### src/rtl/alu_share_arbiter_if.sv
// ---------------------------------------------------------------------------
// alu_share_arbiter_if
//
// Bundles every signal between the ALU share arbiter, its two requesters,
// the shared ALU (control unit + datapath) and the response consumer.
//
//   req_valid[i]   requester i presents an op
//   req_ready[i]   op of requester i accepted when valid && ready at an edge
//   req_aluop[i]   2-bit ALU op class of requester i
//   req_func[i]    4-bit function field of requester i
//   req_a[i]       operand A of requester i
//   req_b[i]       operand B of requester i
//   alu_aluop      op class driven to the ALU control unit
//   alu_func       function field driven to the ALU control unit
//   alu_a, alu_b   operands driven to the ALU
//   alu_ctrl_in    control word coming back from the ALU control unit
//   alu_result     ALU result
//   alu_zero       ALU zero flag
//   resp_valid     a response is presented
//   resp_id        index of the requester that issued the op
//   resp_result    captured ALU result
//   resp_zero      captured zero flag
//   resp_err       op decoded to the invalid control word 4'b1111
//   resp_ready     consumer takes the response
//
// Modports: slave = arbiter side, master = environment side.
// ---------------------------------------------------------------------------
interface alu_share_arbiter_if #(
    parameter int DATA_W = 32
);
    logic [1:0]             req_valid;
    logic [1:0]             req_ready;
    logic [1:0][1:0]        req_aluop;
    logic [1:0][3:0]        req_func;
    logic [1:0][DATA_W-1:0] req_a;
    logic [1:0][DATA_W-1:0] req_b;

    logic [1:0]             alu_aluop;
    logic [3:0]             alu_func;
    logic [DATA_W-1:0]      alu_a;
    logic [DATA_W-1:0]      alu_b;
    logic [3:0]             alu_ctrl_in;
    logic [DATA_W-1:0]      alu_result;
    logic                   alu_zero;

    logic                   resp_valid;
    logic                   resp_id;
    logic [DATA_W-1:0]      resp_result;
    logic                   resp_zero;
    logic                   resp_err;
    logic                   resp_ready;

    modport slave (
        input  req_valid, req_aluop, req_func, req_a, req_b,
        output req_ready,
        output alu_aluop, alu_func, alu_a, alu_b,
        input  alu_ctrl_in, alu_result, alu_zero,
        output resp_valid, resp_id, resp_result, resp_zero, resp_err,
        input  resp_ready
    );

    modport master (
        output req_valid, req_aluop, req_func, req_a, req_b,
        input  req_ready,
        input  alu_aluop, alu_func, alu_a, alu_b,
        output alu_ctrl_in, alu_result, alu_zero,
        input  resp_valid, resp_id, resp_result, resp_zero, resp_err,
        output resp_ready
    );
endinterface

### src/rtl/alu_share_arbiter.sv
// ---------------------------------------------------------------------------
// alu_share_arbiter
//
// Shares one combinational ALU between two requesters. An accepted op is
// registered and presented to the ALU for exactly one cycle (EXEC), the ALU
// outcome is captured, and the response is held in RESP until consumed.
// A new op can be accepted in the same cycle the response is consumed, so
// back-to-back traffic runs at one op every two cycles.
//
// Ports:
//   clk   single clock, rising edge
//   rst   synchronous, active-high reset
//   bus   alu_share_arbiter_if.slave (request, ALU and response signals)
//
// Configuration:
//   ALU_ARB_ROUND_ROBIN_EN  defined   -> simultaneous requests alternate,
//                                        starting from requester 0 after reset
//                           undefined -> fixed priority, requester 0 wins
// ---------------------------------------------------------------------------
module alu_share_arbiter #(
    parameter int DATA_W = 32
) (
    input  logic               clk,
    input  logic               rst,
    alu_share_arbiter_if.slave bus
);

    typedef enum logic [1:0] {
        IDLE = 2'd0,
        EXEC = 2'd1,
        RESP = 2'd2
    } state_t;

    state_t            state;
    state_t            state_nxt;

    logic              grant_en;   // arbitration is open this cycle
    logic              winner;     // index that would win if it is valid
    logic [1:0]        grant;
    logic              accept;

    // Registered op; these also drive the ALU directly, so the ALU inputs
    // only change on acceptance and hold otherwise.
    logic [1:0]        aluop_q;
    logic [3:0]        func_q;
    logic [DATA_W-1:0] a_q;
    logic [DATA_W-1:0] b_q;
    logic              op_id_q;

    // Captured response
    logic              resp_id_q;
    logic [DATA_W-1:0] result_q;
    logic              zero_q;
    logic [3:0]        ctrl_q;

    // -----------------------------------------------------------------------
    // Arbitration
    // -----------------------------------------------------------------------
`ifdef ALU_ARB_ROUND_ROBIN_EN
    logic last_grant;

    // Starts at 1 so the first contended grant after reset goes to 0.
    always_ff @(posedge clk) begin
        if (rst) begin
            last_grant <= 1'b1;
        end else if (accept) begin
            last_grant <= winner;
        end
    end
`endif

    always_comb begin
        winner = 1'b0;
        unique case (bus.req_valid)
            2'b10: winner = 1'b1;
`ifdef ALU_ARB_ROUND_ROBIN_EN
            2'b11: winner = ~last_grant;
`else
            2'b11: winner = 1'b0;
`endif
            default: winner = 1'b0;
        endcase
    end

    assign grant  = grant_en ? ((winner ? 2'b10 : 2'b01) & bus.req_valid) : 2'b00;
    assign accept = |grant;

    // -----------------------------------------------------------------------
    // FSM
    // -----------------------------------------------------------------------
    // NOTE: sequential logic uses non-blocking assignments so every register
    // samples the values from before the clock edge.
    always_ff @(posedge clk) begin
        if (rst) begin
            state <= IDLE;
        end else begin
            state <= state_nxt;
        end
    end

    // NOTE: every output of this block gets a default first, so no path
    // leaves a signal unassigned and no latch is inferred.
    always_comb begin
        state_nxt = state;
        grant_en  = 1'b0;
        unique case (state)
            IDLE: begin
                grant_en = 1'b1;
                if (|bus.req_valid) begin
                    state_nxt = EXEC;
                end
            end
            EXEC: begin
                state_nxt = RESP;
            end
            RESP: begin
                // Arbitration reopens only once the response is consumed.
                if (bus.resp_ready) begin
                    grant_en  = 1'b1;
                    state_nxt = (|bus.req_valid) ? EXEC : IDLE;
                end
            end
            default: begin
                state_nxt = IDLE;
            end
        endcase
    end

    // -----------------------------------------------------------------------
    // Datapath
    // -----------------------------------------------------------------------
    // NOTE: these payload registers are reset because their zero values are
    // visible on the ALU inputs and the response port after reset.
    always_ff @(posedge clk) begin
        if (rst) begin
            aluop_q   <= 2'b00;
            func_q    <= 4'b0000;
            a_q       <= '0;
            b_q       <= '0;
            op_id_q   <= 1'b0;
            resp_id_q <= 1'b0;
            result_q  <= '0;
            zero_q    <= 1'b0;
            ctrl_q    <= 4'b0000;
        end else begin
            if (accept) begin
                aluop_q <= bus.req_aluop[winner];
                func_q  <= bus.req_func[winner];
                a_q     <= bus.req_a[winner];
                b_q     <= bus.req_b[winner];
                op_id_q <= winner;
            end
            // The ALU sees the registered op during EXEC; its outcome is
            // captured on the edge that ends EXEC.
            if (state == EXEC) begin
                resp_id_q <= op_id_q;
                result_q  <= bus.alu_result;
                zero_q    <= bus.alu_zero;
                ctrl_q    <= bus.alu_ctrl_in;
            end
        end
    end

    // -----------------------------------------------------------------------
    // Outputs
    // -----------------------------------------------------------------------
    assign bus.req_ready   = grant;

    assign bus.alu_aluop   = aluop_q;
    assign bus.alu_func    = func_q;
    assign bus.alu_a       = a_q;
    assign bus.alu_b       = b_q;

    assign bus.resp_valid  = (state == RESP);
    assign bus.resp_id     = resp_id_q;
    assign bus.resp_result = result_q;
    assign bus.resp_zero   = zero_q;
    // 4'b1111 is the control unit's "invalid op" code; the result is
    // still returned alongside the error flag.
    assign bus.resp_err    = (ctrl_q == 4'b1111);

endmodule

### src/flat_wrapper.sv
// flat-port wrapper written by rule: the top's interface ports become plain ports
module alu_share_arbiter_flat 
#(
    parameter int DATA_W = 32
)
  (clk, rst, bus_req_valid, bus_req_aluop, bus_req_func, bus_req_a, bus_req_b, bus_req_ready, bus_alu_aluop, bus_alu_func, bus_alu_a, bus_alu_b, bus_alu_ctrl_in, bus_alu_result, bus_alu_zero, bus_resp_valid, bus_resp_id, bus_resp_result, bus_resp_zero, bus_resp_err, bus_resp_ready);
  alu_share_arbiter_if #(.DATA_W(DATA_W)) bus_i ();
  input  logic clk;
  input  logic rst;
  input wire logic [$bits(bus_i.req_valid)-1:0] bus_req_valid;
  input wire logic [$bits(bus_i.req_aluop)-1:0] bus_req_aluop;
  input wire logic [$bits(bus_i.req_func)-1:0] bus_req_func;
  input wire logic [$bits(bus_i.req_a)-1:0] bus_req_a;
  input wire logic [$bits(bus_i.req_b)-1:0] bus_req_b;
  output wire logic [$bits(bus_i.req_ready)-1:0] bus_req_ready;
  output wire logic [$bits(bus_i.alu_aluop)-1:0] bus_alu_aluop;
  output wire logic [$bits(bus_i.alu_func)-1:0] bus_alu_func;
  output wire logic [$bits(bus_i.alu_a)-1:0] bus_alu_a;
  output wire logic [$bits(bus_i.alu_b)-1:0] bus_alu_b;
  input wire logic [$bits(bus_i.alu_ctrl_in)-1:0] bus_alu_ctrl_in;
  input wire logic [$bits(bus_i.alu_result)-1:0] bus_alu_result;
  input wire logic [$bits(bus_i.alu_zero)-1:0] bus_alu_zero;
  output wire logic [$bits(bus_i.resp_valid)-1:0] bus_resp_valid;
  output wire logic [$bits(bus_i.resp_id)-1:0] bus_resp_id;
  output wire logic [$bits(bus_i.resp_result)-1:0] bus_resp_result;
  output wire logic [$bits(bus_i.resp_zero)-1:0] bus_resp_zero;
  output wire logic [$bits(bus_i.resp_err)-1:0] bus_resp_err;
  input wire logic [$bits(bus_i.resp_ready)-1:0] bus_resp_ready;
  assign bus_i.req_valid = bus_req_valid;
  assign bus_i.req_aluop = bus_req_aluop;
  assign bus_i.req_func = bus_req_func;
  assign bus_i.req_a = bus_req_a;
  assign bus_i.req_b = bus_req_b;
  assign bus_req_ready = bus_i.req_ready;
  assign bus_alu_aluop = bus_i.alu_aluop;
  assign bus_alu_func = bus_i.alu_func;
  assign bus_alu_a = bus_i.alu_a;
  assign bus_alu_b = bus_i.alu_b;
  assign bus_i.alu_ctrl_in = bus_alu_ctrl_in;
  assign bus_i.alu_result = bus_alu_result;
  assign bus_i.alu_zero = bus_alu_zero;
  assign bus_resp_valid = bus_i.resp_valid;
  assign bus_resp_id = bus_i.resp_id;
  assign bus_resp_result = bus_i.resp_result;
  assign bus_resp_zero = bus_i.resp_zero;
  assign bus_resp_err = bus_i.resp_err;
  assign bus_i.resp_ready = bus_resp_ready;
  alu_share_arbiter #(.DATA_W(DATA_W)) u_core (.clk(clk), .rst(rst), .bus(bus_i));
endmodule
### config.mk
export PLATFORM = sky130hd
export DESIGN_NAME = alu_share_arbiter_flat
export DESIGN_NICKNAME = d
export VERILOG_FILES = /design/src/rtl/alu_share_arbiter_if.sv /design/src/rtl/alu_share_arbiter.sv /design/src/flat_wrapper.sv
export SDC_FILE = /design/constraint.sdc
export NUM_CORES = 1
export LEC_CHECK = 0
export CAP_MARGIN = 10
export CELL_PAD_IN_SITES_DETAIL_PLACEMENT = 0
export CELL_PAD_IN_SITES_GLOBAL_PLACEMENT = 1
export CORE_AREA = 10 10 152 154
export CTS_BUF_LIST = sky130_fd_sc_hd__clkbuf_4 sky130_fd_sc_hd__clkbuf_8
export DETAILED_ROUTE_END_ITERATION = 10
export DIE_AREA = 0 0 162 164
export PLACE_DENSITY = 0.8
export SETUP_SLACK_MARGIN = 0.15
export SLEW_MARGIN = 10
export SYNTH_ARGS = -nofsm -noshare
export SYNTH_HDL_FRONTEND = slang
export SYNTH_SLANG_ARGS = --single-unit
### constraint.sdc
create_clock -name clk -period 1.25 [get_ports clk]
set_input_delay 0.25 -clock clk [delete_from_list [all_inputs] [get_ports clk]]
set_output_delay 0.25 -clock clk [all_outputs]
set_load 0.01 [all_outputs]
==> Word-level counts from Yosys, hierarchy flattened <==
Index checks and enable logic that the tools add are counted.
{ "word_totals": {"reg_bits": 111, "output_inout_bits": 108, "word_cells": 39} }
{ "op_classes": {"n_lt_le_gt_ge": 1, "n_eq_ne": 6, "n_mux": 17, "bitwise": 1, "reduce_logical": 4} }
{ "op_table": {"columns": ["cell", "count"], "rows": [
  ["2-to-1 mux 32 bit", 4],
  ["2-to-1 mux 2 bit", 6],
  ["2-to-1 mux 4 bit", 2],
  ["one-hot mux 2 bit (3 select lines)", 1],
  ["equality test 2 bit (second input constant)", 2],
  ["equality test 4 bit (second input constant)", 1],
  ["inequality test 2 x 1 -> 1 bit (second input constant)", 2],
  ["OR reduction 2 bit", 2],
  ["2-to-1 mux 1 bit", 3],
  ["bitwise AND 2 bit", 1],
  ["equality test 2 x 1 -> 1 bit (second input constant)", 1],
  ["zero test 2 bit", 1],
  ["less-than comparator 1 x 2 -> 1 bit (second input constant)", 1],
  ["one-hot mux 1 bit (2 select lines)", 1],
  ["AND reduction 2 bit", 1]
]} }

==> Depth between registers and ports, before layout <==
{ "depth": {"depth_word": 6, "ltp_mapped": 6, "ltp_nobuf": 3} }

==> Worst setup path after synthesis <==
Ideal clock, no wire load.
{ "synth_path": {"path_type": "register -> output", "start": "register u_core.state[1]", "end": "output bus_req_ready[1]", "t_arrival_ns": 1.113, "required_ns": 1.000, "setup_slack_ns": -0.113, "stages_incl_launch_ff": 5, "n_path_buf": 2, "cell_sequence": "dfxtp_1 nor2b_1 buf_2 clkbuf_1 nor4_1"} }
{ "synth_between": {"elab_chain_cells": 3} }
{ "synth_lines": {"columns": ["element", "line", "source"], "rows": [
  ["start: declaration", "alu_share_arbiter.sv:34", "state_t state;"],
  ["start signal: assignment", "alu_share_arbiter.sv:97", "state <= state_nxt;"],
  ["equality test 2 bit or zero test 2 bit (tied branches)", "alu_share_arbiter.sv:106", "unique case (state)"],
  ["one-hot mux 1 bit (2 select lines) *", "alu_share_arbiter.sv:106", null],
  ["2-to-1 mux 2 bit *", "alu_share_arbiter.sv:85", "assign grant = grant_en ? ((winner ? 2'b10 : 2'b01) & bus.req_valid) : 2'b00;"],
  ["end: declaration", "flat_wrapper.sv:15", "output wire logic [$bits(bus_i.req_ready)-1:0] bus_req_ready;"]
]} }
Mark *: on every way between the ends. The rest lies on a longest branch, timed or not.

==> Final worst setup path <==
{ "layout_path": {"start": "register u_core.state[1]", "end": "output bus_req_ready[0]"} }
Same word-level chain as after synthesis.

==> results.cfg <==
[run_status]
outcome = finished with violations
failed_checks = negative setup slack

[setup_path]
worst-setup-path-type = reg -> out
critPathRequiredTime_ns = 1.00
start_kind = register
critPathArrivalTime_ns = 1.33
slowest_stage = dfxtp_2
path_cells = nor2b_4 > nor3b_2 > buf_2
crit_fanout = 6
cp_slowest_stage_delay_ns = 0.36
ff2ff_path_depth = 4
crit_path_end_kind = primary output

[timing]
whs_ns = 0.400
fmax_mhz = 632
finClkSkew_ns = 0.0186
period_share = 1.27
grt_setup_unrepaired = true
drv_slew = 0
hold_violations = 0
setup_viol = 107
min_period_ns = 1.58
layout_setup_ws_ns = -0.331
worst_pin_slew_ns = 0.507
slew_headroom = 0.662

[route]
drt.antenna.violating_nets = 0
num_vias = 5304
drtPass1Iterations = 4
wl_mm = 22.6
route.detailed.drc = 0
routedWlPerCell_um = 20.6
drt-initial-drc-count = 192
routed_via_density = 4.84

[cts]
numClockSinks = 111
cts_made_buffers = 9
root_buffer = clkbuf_8
cts_tree = done
clk_pin_slew_ns = 0.12
cts_max_level = 3
clock_latency_ns = 0.38
cts_max_path_buffers = 2

[finish]
num_antenna_cells = 0
fin_nets = 1004
stdcell_count = 1097
drive_gt1_frac = 0.503
post-route-util = 0.486
area_delta_synth_final_pct = 104
fin_area_mm2 = 0.00975

[synthesis]
yosys_warnings = 0
yosysTopAreaCell = dfxtp_1
yosys-top-cells-area = dfxtp_1 47%, mux2i_1 15%, o311ai_0 13%
ys.flop_type = dfxtp_1
yosys-mux-area-fraction = 0.147
synth_top_area_share = 0.466
netlist_area_mm2 = 0.00477
synth-adder-area-share = 0
synth_edf_count = 0
synth_nets = 694
synthSimpleGateAreaFrac = 0.0766
async_flop_share = 0
synth-seq-cells = 111
synth_xor_area_frac = 0
synth_seq_area_share = 0.466
synth_cells = 512
syn_area_per_cell_um2 = 9.32
synth_top_family_by_area = compound AO/OA/AOI/OAI gates
synth-compound-area-share = 0.245
synthDistinctLibCells = 20

[floorplan]
initial_core_util = 0.238
die_area_mm2 = 0.0266
design.core.area_mm2 = 0.0200
die_h_um = 164
die_w_um = 162
num_rows = 52
io-pin-count = 290

[worst_hold_path]
min_path_cells = 3
hp-class = in -> reg

[power_and_ir_drop]
p_leak_nw = 3.80
ir_worst_vdd_uv = 549
finalPower_mw = 9.44
combPwrFrac = 0.321
cellPowerDensity_mw_per_mm2 = 968
clkPwrFrac = 0.245
internal_power_mw = 6.64
p_seq_frac = 0.435
p_sw_mw = 2.80
switching_share = 0.296

[global_routing]
grt.total_usage = 0.155
grt_pass1_wl_mm = 32.5
overflow = 0
grt_antenna_before_repair = 0
grt_pass1_vias = 5466
grt_max_degree = 50

[placement]
dp_hpwl_mm = 14.6
port_buffers = 289
gp_congestion = 0.760
dpl-instance-area_mm2 = 0.00806
dp.cells = 1039

[run]
cap_violations = 0
[cell type report]
type | count | area (um^2)
Inverter | 4 | 15.0
Clock inverter | 6 | 75.1
Clock buffer | 10 | 131
Fill cell | 1838 | 10300
Timing Repair Buffer | 358 | 3990
Tap cell | 270 | 338
Multi-Input combinational cell | 338 | 2810
Sequential cell | 111 | 2390
[synth_stat cells, types with 2 or more instances]
cell,n
buf_1,7
clkbuf_1,30
buf_6,8
nand2_1,76
a21oi_1,39
inv_1,4
o311ai_0,70
o21ai_1,70
dfxtp_1,111
nor2b_1,4
nand2b_1,2
mux2i_1,70
buf_2,14
[critical path: cells and delay by family, from the launching register on]
kind	cells	cell delay, ns
simple gates	2	0.40
flops	1	0.36
buf+inv	1	0.19
[layout by cell type (no fill, tap or decap), types with 2 or more instances in the layout]
cell / netlist / layout
mux2i_1: 70 / 66
buf_2: 14 / 2
nor2b_4: 0 / 3
a21oi_2: 0 / 38
nand2_1: 76 / 21
buf_8: 0 / 3
buf_16: 0 / 8
dfxtp_2: 0 / 97
clkdlybuf4s50_1: 0 / 180
inv_6: 0 / 2
mux2i_2: 0 / 3
buf_4: 0 / 31
o21ai_1: 70 / 64
o21ai_2: 0 / 6
nand2_4: 0 / 40
buf_12: 0 / 17
clkbuf_8: 0 / 9
nand2_2: 0 / 15
inv_1: 4 / 2
o311ai_0: 70 / 66
o311ai_1: 0 / 4
buf_6: 8 / 114
dfxtp_4: 0 / 13
inv_2: 0 / 2
[kinds of logic (layout without fill, tap and decap cells)]
group / after synthesis / after routing
AOI/OAI and AO/OA: 180 / 180
muxes: 70 / 70
buffers and inverters: 63 / 378
DFF: 111 / 111
and+or+nand+nor: 88 / 88
[flip-flops by register name, indices dropped and copies added, names as in the netlist]
register	count
u_core.bus.alu_a	32
u_core.bus.alu_b	32
u_core.bus.resp_result	32
u_core.bus.alu_func	4
u_core.ctrl_q	4
u_core.bus.alu_aluop	2
u_core.state	2
u_core.bus.resp_id	1
u_core.bus.resp_zero	1
u_core.op_id_q	1
[power by group through the flow]
stage	clock network, mW	logic (mW)	registers (mW)
after global routing	2.55	3.21	4.14
after detailed placement	0	2.31	4.06
after global placement	0	2.32	4.05
after floorplan	0	0.735	4.18
final	2.31	3.03	4.10
after CTS	2.42	2.78	4.11
[metrics by stage]
| step | setup TNS, ns | setup WS [ns] |
|---|---|---|
| after global routing | -26.02 | -0.416 |
| after global placement | -53.03 | -0.643 |
| after floorplan | -5.81 | -0.0855 |
| final | -20.96 | -0.331 |
| after CTS | -17.87 | -0.260 |
| after detailed placement | -54.03 | -0.666 |
[routing by layer]
metal,track usage,vias to the layer above,routed length (um)
li1,-,2528,-
met1,0.167,2525,8590
met2,0.274,222,11400
met3,0.0701,29,2050
met4,0.0331,0,530
met5,0,-,0
[what timing repair did]
| action | 4_1_cts | 5_1_grt |
|---|---|---|
| buffers inserted | 12 | 21 |
| setup endpoints to repair | 218 | 219 |
| resized for setup | 738 | 113 |
| gates cloned | 9 | 0 |
| pin swaps | 44 | 52 |
| hold buffers | 0 | 0 |
[path summary, 6_finish.rpt]
| check | startpoint | slack, ns | end |
|---|---|---|---|
| setup / recovery | u_core.state[1] | -0.33 | bus_req_ready[0] |
| hold / removal | bus_alu_ctrl_in[1] | 0.40 | u_core.ctrl_q[1] |
| setup reg to reg | u_core.state[1] | -0.29 | u_core.bus.alu_a[30] |
| hold reg to reg | u_core.bus.resp_zero | 0.46 | u_core.bus.resp_zero |
Power figures use the tool's default switching activity.
